--- src/rtl/pipeline_ctrl_pkg.sv ---
// rtl/pipeline_ctrl_pkg.sv - shared types and helpers for the pipeline hazard/forwarding control
package pipeline_ctrl_pkg;

    // Widest register address the scoreboard entry can hold; REG_ADDR_W must not exceed it.
    localparam int SB_ADDR_W_MAX = 8;

    localparam int FWD_RF = 0;

    typedef struct packed {
        logic                     valid;
        logic                     wb_en;
        logic [SB_ADDR_W_MAX-1:0] dest;
        logic                     mem_read;
    } sb_entry_t;

    function automatic int sel_w(input int depth);
        return $clog2(depth + 1);
    endfunction

endpackage

--- src/rtl/hazard_scoreboard.sv ---
// rtl/hazard_scoreboard.sv - shift register of in-flight writebacks, entry 0 = EXE
module hazard_scoreboard
    import pipeline_ctrl_pkg::*;
#(
    parameter int DEPTH = 3
) (
    input  logic                  clk,
    input  logic                  rst,
    input  logic                  hold,
    input  sb_entry_t             in_entry,
    output sb_entry_t [DEPTH-1:0] entries
);

    always_ff @(posedge clk) begin
        if (rst) begin
            entries <= '0;
        end else if (!hold) begin
            entries[0] <= in_entry;
            for (int k = 1; k < DEPTH; k++) begin
                entries[k] <= entries[k-1];
            end
        end
    end

endmodule

--- src/rtl/pipeline_hazard_ctrl.sv ---
// rtl/pipeline_hazard_ctrl.sv - hazard detection, forwarding selects and stall statistics
module pipeline_hazard_ctrl
    import pipeline_ctrl_pkg::*;
#(
    parameter int REG_ADDR_W = 4,
    parameter int DEPTH      = 3,
    parameter int NUM_SRC    = 2,
    parameter int CNT_W      = 16,
    parameter int SEL_W      = sel_w(DEPTH)
) (
    input  logic                             clk,
    input  logic                             rst,
    input  logic                             en_forwarding,
    input  logic                             id_valid,
    input  logic [NUM_SRC*REG_ADDR_W-1:0]    id_src_addr,
    input  logic [NUM_SRC-1:0]               id_src_used,
    input  logic                             id_wb_en,
    input  logic [REG_ADDR_W-1:0]            id_wb_dest,
    input  logic                             id_mem_read,
    input  logic                             branch_taken,
    input  logic                             mem_ready,
    input  logic                             stat_clr,
    output logic                             stall,
    output logic                             flush,
    output logic                             freeze,
    output logic [NUM_SRC*SEL_W-1:0]         fwd_sel,
    output logic [CNT_W-1:0]                 stall_count
);

    localparam logic [CNT_W-1:0] CNT_MAX = '1;

    sb_entry_t [DEPTH-1:0]           sb;
    sb_entry_t                       issue;
    logic [NUM_SRC-1:0][DEPTH-1:0]   match;
    logic                            hazard;

    hazard_scoreboard #(.DEPTH(DEPTH)) u_scoreboard (
        .clk      (clk),
        .rst      (rst),
        .hold     (freeze),
        .in_entry (issue),
        .entries  (sb)
    );

    always_comb begin
        match = '0;
        for (int s = 0; s < NUM_SRC; s++) begin
            for (int k = 0; k < DEPTH; k++) begin
                match[s][k] = sb[k].valid & sb[k].wb_en & id_src_used[s] & id_valid &
                    (sb[k].dest == SB_ADDR_W_MAX'(id_src_addr[s*REG_ADDR_W +: REG_ADDR_W]));
            end
        end
    end

    // Scan from oldest to youngest so the youngest matching entry wins the select.
    always_comb begin
        hazard  = 1'b0;
        fwd_sel = '0;
        for (int s = 0; s < NUM_SRC; s++) begin
            if (en_forwarding) begin
                if (match[s][0] && sb[0].mem_read) begin
                    hazard = 1'b1;
                end
                for (int k = DEPTH - 1; k >= 0; k--) begin
                    if (match[s][k]) begin
                        fwd_sel[s*SEL_W +: SEL_W] = SEL_W'(k + 1);
                    end
                end
            end else begin
                for (int k = 0; k < DEPTH - 1; k++) begin
                    if (match[s][k]) begin
                        hazard = 1'b1;
                    end
                end
            end
        end
    end

    assign flush  = branch_taken;
    assign stall  = hazard & ~branch_taken;
    assign freeze = ~mem_ready;

    always_comb begin
        issue          = '0;
        issue.valid    = id_valid & ~stall & ~flush;
        issue.wb_en    = id_wb_en;
        issue.dest     = SB_ADDR_W_MAX'(id_wb_dest);
        issue.mem_read = id_mem_read;
    end

    always_ff @(posedge clk) begin
        if (rst || stat_clr) begin
            stall_count <= '0;
        end else if (stall && !freeze && stall_count != CNT_MAX) begin
            stall_count <= stall_count + 1'b1;
        end
    end

endmodule

--- config.mk ---
export PLATFORM = sky130hd
export DESIGN_NAME = pipeline_hazard_ctrl
export DESIGN_NICKNAME = d
export VERILOG_FILES = /design/src/rtl/pipeline_ctrl_pkg.sv /design/src/rtl/hazard_scoreboard.sv /design/src/rtl/pipeline_hazard_ctrl.sv
export SDC_FILE = /design/constraint.sdc
export NUM_CORES = 1
export LEC_CHECK = 0
export ABC_AREA = 1
export BUFFER_PORTS_ARGS = -buffer_cell sky130_fd_sc_hd__buf_2
export CELL_PAD_IN_SITES_DETAIL_PLACEMENT = 1
export CELL_PAD_IN_SITES_GLOBAL_PLACEMENT = 1
export CORE_UTILIZATION = 38
export CTS_CLUSTER_SIZE = 16
export DETAILED_ROUTE_END_ITERATION = 6
export GPL_TIMING_DRIVEN = 1
export PLACE_DENSITY_LB_ADDON = 0.1
export SYNTH_ARGS = -nofsm -noshare
export SYNTH_HDL_FRONTEND = slang
export SYNTH_SLANG_ARGS = --single-unit
export TNS_END_PERCENT = 100
--- constraint.sdc ---
create_clock -name clk -period 1.8 [get_ports clk]
set_input_delay 0.36 -clock clk [delete_from_list [all_inputs] [get_ports clk]]
set_output_delay 0.36 -clock clk [all_outputs]
set_load 0.03 [all_outputs]
# == Yosys cells after proc, flatten, opt, wreduce, memory -nomap -nowiden ==
# Cells that the tools add are included.
# totals
regBits,35
input_bits,23
out_inout_bits,23
# op_classes
addsub,1
eq_ne,7
muxes,16
n_bitwise,27
reduce_logical,5
# ops
cell,count
1-bit bitwise AND,24
4-bit equality test,6
"16-bit by 1-bit adder with 16-bit output, second input constant",1
2-bit two-way mux,8
"16-bit inequality test, second input constant",1
1-bit two-way mux,8
1-bit logical AND,4
1-bit NOT,3
1-bit logical OR,1

# == Longest topological paths before layout ==
# logic_depth
ltp_word,14
mapped_depth,13

# == By module ==
# From an unflattened synthesis, not the netlist that was laid out.
# unflattened
hier_cells,510
hier_area_um2,2905.3
# by_module_without_submodules
module,instances,cells_each,area_per_inst_um2,seq_area_each_um2
pipeline_hazard_ctrl,1,301,1555.2,320.3
hazard_scoreboard,1,209,1350.0,660.6

# == Worst setup path after synthesis ==
# OpenSTA, ideal clock, no wires.
# synth_timing
path_type,flip-flop to flip-flop
startpoint,register stall_count[1]
endpoint,register stall_count[3]
t_arrival_ns,1.816
t_required_ns,1.729
slack_ns,-0.086
path_stages_with_launch,11
n_path_buf,1
cell_sequence,dfxtp_1 -> ha_1 -> nand2_2 -> nor2_4 -> nand2_4 -> nor3_4 -> nand2_2 -> nand3_4 -> buf_12 -> nand2_1 -> a21oi_2
# synth_via
elab_chain_cells,2
elab_cells_between_ends,3
# synth_rtl
item,line_no,text
start: declaration,pipeline_hazard_ctrl.sv:27,output logic [CNT_W-1:0] stall_count
start signal: assignment,pipeline_hazard_ctrl.sv:95,stall_count <= stall_count + 1'b1;
branches (longest 2 deep; another with 16-bit by 1-bit adder with 16-bit output),n/a,
# Parallel ways; which one is timed is not known.
# A chain may end at the register's enable or synchronous reset.

# == Final worst setup path ==
# layout_timing
startpoint,register u_scoreboard.entries[12] (netlist name)
endpoint,output port stall
# layout_via
elab_chain_cells,8
elab_cells_between_ends,11
# layout_rtl
item,line_no,text
start: declaration,hazard_scoreboard.sv:11,output sb_entry_t [DEPTH-1:0] entries
start signal: indexed assignment,hazard_scoreboard.sv:20,entries[k] <= entries[k-1];
4-bit equality test,pipeline_hazard_ctrl.sv:50,(sb[k].dest == SB_ADDR_W_MAX'(id_src_addr[s*REG_ADDR_W +: REG_ADDR_W]));
1-bit bitwise AND,pipeline_hazard_ctrl.sv:49,match[s][k] = sb[k].valid & sb[k].wb_en & id_src_used[s] & id_valid &
1-bit two-way mux,pipeline_hazard_ctrl.sv:71,if (match[s][k]) begin
1-bit two-way mux,pipeline_hazard_ctrl.sv:60,if (en_forwarding) begin
1-bit two-way mux (2 in a row),pipeline_hazard_ctrl.sv:71,
1-bit two-way mux *,pipeline_hazard_ctrl.sv:60,
1-bit bitwise AND *,pipeline_hazard_ctrl.sv:80,assign stall = hazard & ~branch_taken;
end: declaration,pipeline_hazard_ctrl.sv:23,"output logic stall,"
# Every way passes the cells marked *; elsewhere a longest branch is shown, timed or not.

==> impl_results.html <==
<table>
<tr><th>Metric</th><th>Value</th></tr>
<tr><th colspan="2">Timing</th></tr>
<tr><td>Final hold violation count</td><td>0</td></tr>
<tr><td>Worst Max-Slew Pin Slew</td><td>approximately 0.31 ns</td></tr>
<tr><td>Worst clock skew on the final layout</td><td>approximately 0.0067 ns</td></tr>
<tr><td>Fmax</td><td>roughly 0.53 GHz</td></tr>
<tr><td>Max-slew violation count</td><td>0</td></tr>
<tr><td>RSZ-0062 raised after global routing</td><td>yes</td></tr>
<tr><td>Minimum setup slack in the final design</td><td>-0.104 ns</td></tr>
<tr><td>Final setup vio count</td><td>5</td></tr>
<tr><td>Minimum clock period after layout</td><td>roughly 1.9 ns</td></tr>
<tr><td>Normalized max-slew margin</td><td>between 70% and 80%</td></tr>
<tr><td>Final critical-path share of the clock period</td><td>106%</td></tr>
<tr><th colspan="2">Status</th></tr>
<tr><td>Violated checks</td><td>setup timing</td></tr>
<tr><td>Run status</td><td>finished with violations</td></tr>
<tr><th colspan="2">Pwr</th></tr>
<tr><td>Worst vdd rail ir drop</td><td>around 0.38 mV</td></tr>
<tr><td>Power Density</td><td>roughly 540 nW/um^2</td></tr>
<tr><td>Clock network fraction of design power</td><td>33.0%</td></tr>
<tr><td>Sequential power share</td><td>50.1%</td></tr>
<tr><td>Switching part of the total</td><td>between 20% and 30%</td></tr>
<tr><td>Internal</td><td>~1.2 mW</td></tr>
<tr><td>Static leakage</td><td>around 1.3 nW</td></tr>
<tr><td>P_sw</td><td>between 0.4 and 0.5 mW</td></tr>
<tr><td>Part of the power in combinational logic</td><td>16.9%</td></tr>
<tr><th colspan="2">Yosys</th></tr>
<tr><td>Sequential cell area fraction in the yosys report</td><td>between 30% and 40%</td></tr>
<tr><td>Warnings from Yosys</td><td>0</td></tr>
<tr><td>Synthesized instance count</td><td>approximately 330</td></tr>
<tr><td>Yosys cell types</td><td>30</td></tr>
<tr><td>Net count after synthesis</td><td>between 300 and 400</td></tr>
<tr><td>Number of storage elements in the synthesis netlist</td><td>35</td></tr>
<tr><td>Post-Synthesis Mean Instance Area</td><td>slightly below 7 um^2</td></tr>
<tr><td>Cell area after technology mapping</td><td>between 2000 and 2500 um^2</td></tr>
<tr><th colspan="2">Cells and area</th></tr>
<tr><td>Most common cell after layout, fill and taps aside</td><td>sky130_fd_sc_hd__nand2_1</td></tr>
<tr><td>Post-layout util</td><td>54.7%</td></tr>
<tr><td>Final-layout fill cell count</td><td>roughly 760</td></tr>
<tr><td>Share of layout cells above drive strength 1</td><td>around 44%</td></tr>
<tr><td>Antenna Cells</td><td>0</td></tr>
<tr><td>Final nets</td><td>between 400 and 500</td></tr>
<tr><td>Most frequent cells in the layout</td><td>sky130_fd_sc_hd__nand2_1 (83), sky130_fd_sc_hd__buf_2 (40), sky130_fd_sc_hd__nor2_1 (32)</td></tr>
<tr><td>Layout Area Growth over Synthesis</td><td>38.8%</td></tr>
<tr><th colspan="2">Placement</th></tr>
<tr><td>Final GP Congestion</td><td>between 0.9 and 1</td></tr>
<tr><td>Buffers added on ports</td><td>45</td></tr>
<tr><td>Post-Place Worst Slack</td><td>-0.260 ns</td></tr>
<tr><td>HPWL after detailed placement</td><td>~5100 um</td></tr>
<tr><th colspan="2">Worst setup path</th></tr>
<tr><td>Endpoint type of the worst setup path</td><td>primary output</td></tr>
<tr><td>Data arrival time of the critical path</td><td>around 1.5 ns</td></tr>
<tr><td>Startpoint Class</td><td>flop</td></tr>
<tr><td>Max Fanout on Critical Path</td><td>4</td></tr>
<tr><td>Required time of the critical path</td><td>approximately 1.4 ns</td></tr>
<tr><td>Worst Path Class, Setup</td><td>flop to primary output</td></tr>
<tr><th colspan="2">Die</th></tr>
<tr><td># rows</td><td>27</td></tr>
<tr><td>Area of the placeable core</td><td>around 5500 um^2</td></tr>
<tr><td>Die area</td><td>between 6000 and 7000 um^2</td></tr>
<tr><td>Ports</td><td>46</td></tr>
<tr><td>Starting Density</td><td>about two fifths</td></tr>
<tr><td>Die boundary height</td><td>between 70 and 80 um</td></tr>
<tr><td>Die outline width</td><td>just under 80 um</td></tr>
<tr><th colspan="2">Clocking</th></tr>
<tr><td>Sinks on the clock net</td><td>35</td></tr>
<tr><td>Maximum buffer depth of the clock tree</td><td>2</td></tr>
<tr><td>H-tree lvl count</td><td>2</td></tr>
<tr><td>Clk slew on worst S/H paths</td><td>about 0.070 ns</td></tr>
<tr><td>Clock tree root buffer cell</td><td>sky130_fd_sc_hd__clkbuf_8</td></tr>
<tr><td>TritonCTS clock tree</td><td>built</td></tr>
<tr><td>Number of buffers created by CTS</td><td>5</td></tr>
<tr><td>Clock latency reported for the late side of the worst-skew pair</td><td>between 0.2 and 0.3 ns</td></tr>
<tr><th colspan="2">Route</th></tr>
<tr><td>Routed length per placed instance</td><td>15.0 um</td></tr>
<tr><td>Pre-Repair DR Iteration Count</td><td>4</td></tr>
<tr><td># DRC</td><td>0</td></tr>
<tr><td>Wirelength, routed</td><td>about 7000 um</td></tr>
<tr><td>Via count</td><td>roughly 2400</td></tr>
<tr><td>DR vias/cell</td><td>between 5 and 6</td></tr>
<tr><td>Number of DRC markers in iteration 0</td><td>37</td></tr>
<tr><td>Count of antenna-violating nets left after detailed routing</td><td>0</td></tr>
<tr><th colspan="2">GRT</th></tr>
<tr><td>Antenna violations before repair</td><td>0</td></tr>
<tr><td>Via count of the first global-routing pass</td><td>around 2400</td></tr>
<tr><td>Pin count of the biggest net entering global routing</td><td>23</td></tr>
<tr><td>Remaining global-route overflow</td><td>0</td></tr>
<tr><td>Global-route total usage across every layer</td><td>between 20% and 30%</td></tr>
<tr><td>First-pass GRT wire length</td><td>about 11000 um</td></tr>
<tr><th colspan="2">Worst hold path</th></tr>
<tr><td>Type of the worst min-delay path</td><td>primary input to flop</td></tr>
<tr><th colspan="2">Job</th></tr>
<tr><td>Max-cap viol count</td><td>0</td></tr>
</table>
==> routing by layer <==
layer	global-route usage [%]	wire length (um)	vias up
li1	-	-	1206
met5	0	0	-
met4	9.06	161	0
met1	26.1	2930	1112
met2	45.8	3830	39
met3	4.00	163	14
==> final timing paths <==
path	startpoint	to	slack (ns)	depth (start not counted)
worst max-delay path	u_scoreboard.entries[12]	stall	-0.10	11
worst min-delay path	id_mem_read	u_scoreboard.entries[0]	0.33	3
worst max register to register	u_scoreboard.entries[12]	stall_count[1]	0.06	13
worst min register to register	u_scoreboard.entries[31]	u_scoreboard.entries[31]	0.48	2
==> power by group through the flow <==
stage,clock network [mW],registers (mW),logic (mW)
after floorplan,0,0.831,0.133
after global placement,0,0.837,0.223
after detailed placement,0,0.838,0.227
after CTS,0.562,0.825,0.249
after global routing,0.595,0.830,0.306
final,0.545,0.826,0.278
==> kinds of logic after synthesis <==
logic type,synth area share (%)
flops,32.1
xor+xnor,8.02
buf+inv,8.08
simple gates,38.5
fa+ha+maj,0.573
compound gates,12.7
==> critical path: stages, from the launching register on <==
cell and delay (ns):
sky130_fd_sc_hd__dfxtp_4 0.38, sky130_fd_sc_hd__inv_4 0.04, sky130_fd_sc_hd__nand2_2 0.06, sky130_fd_sc_hd__nand2_2 0.05, sky130_fd_sc_hd__nor2_2 0.11, sky130_fd_sc_hd__nand3_2 0.12
sky130_fd_sc_hd__nand2_2 0.09, sky130_fd_sc_hd__nand2_2 0.06, sky130_fd_sc_hd__nand2_4 0.09, sky130_fd_sc_hd__inv_4 0.04, sky130_fd_sc_hd__nor2_4 0.07, sky130_fd_sc_hd__buf_6 0.13
==> sequential cells by signal, summed over array words and instances (netlist names) <==
name / flops
stall_count: 16
u_scoreboard.entries: 19
==> through the flow <==
step	instance area, um^2	hold WS [ns]	instances	power [mW]	setup TNS [ns]
floorplan	2190	0.436	325	0.965	0
global placement	2650	0.452	456	1.06	-1.34
detailed placement	2650	0.472	456	1.07	-2.11
CTS	2860	0.321	465	1.64	-0.672
global route	3030	0.329	471	1.73	-1.14
finish	3030	0.332	471	1.65	-0.434
==> cell type report <==
class                   instances  area, um^2  share of cell area, %
multi-input cells             251        1470                   48.6
flip-flops and latches         35         733                   24.2
repair buffers                 78         549                   18.1
inverters                      29         114                   3.76
well taps                      72        90.1                   2.97
clock buffers                   6        72.6                   2.39
==> repair_timing <==
action / CTS / global route
endpoints found under the setup margin: 19 / 20
hold buffers: 0 / 0
cloned: 0 / 1
setup buffers: 3 / 5
pin swaps: 20 / 20
resized for setup: 42 / 43
==> synthesized netlist by cell type (all sizes together) <==
| cell type | n | area, um^2 |
|---|---|---|
| nor4 | 1 | 6.26 |
| xnor2 | 9 | 78.8 |
| nor2 | 42 | 168 |
| nor3 | 4 | 31.3 |
| clkbuf | 5 | 18.8 |
| or2 | 1 | 6.26 |
| dfxtp | 35 | 701 |
| nand3 | 19 | 108 |
| o22ai | 1 | 6.26 |
| a211oi | 13 | 97.6 |
| xor2 | 11 | 96.3 |
| ha | 1 | 12.5 |
| clkinv | 1 | 3.75 |
| a21oi | 24 | 154 |
| nand2 | 106 | 435 |
| nand4 | 14 | 87.6 |
| inv | 28 | 105 |
| o21ai | 4 | 20.0 |
| buf | 6 | 48.8 |
Note: power is estimated with default switching activity, not from simulation.
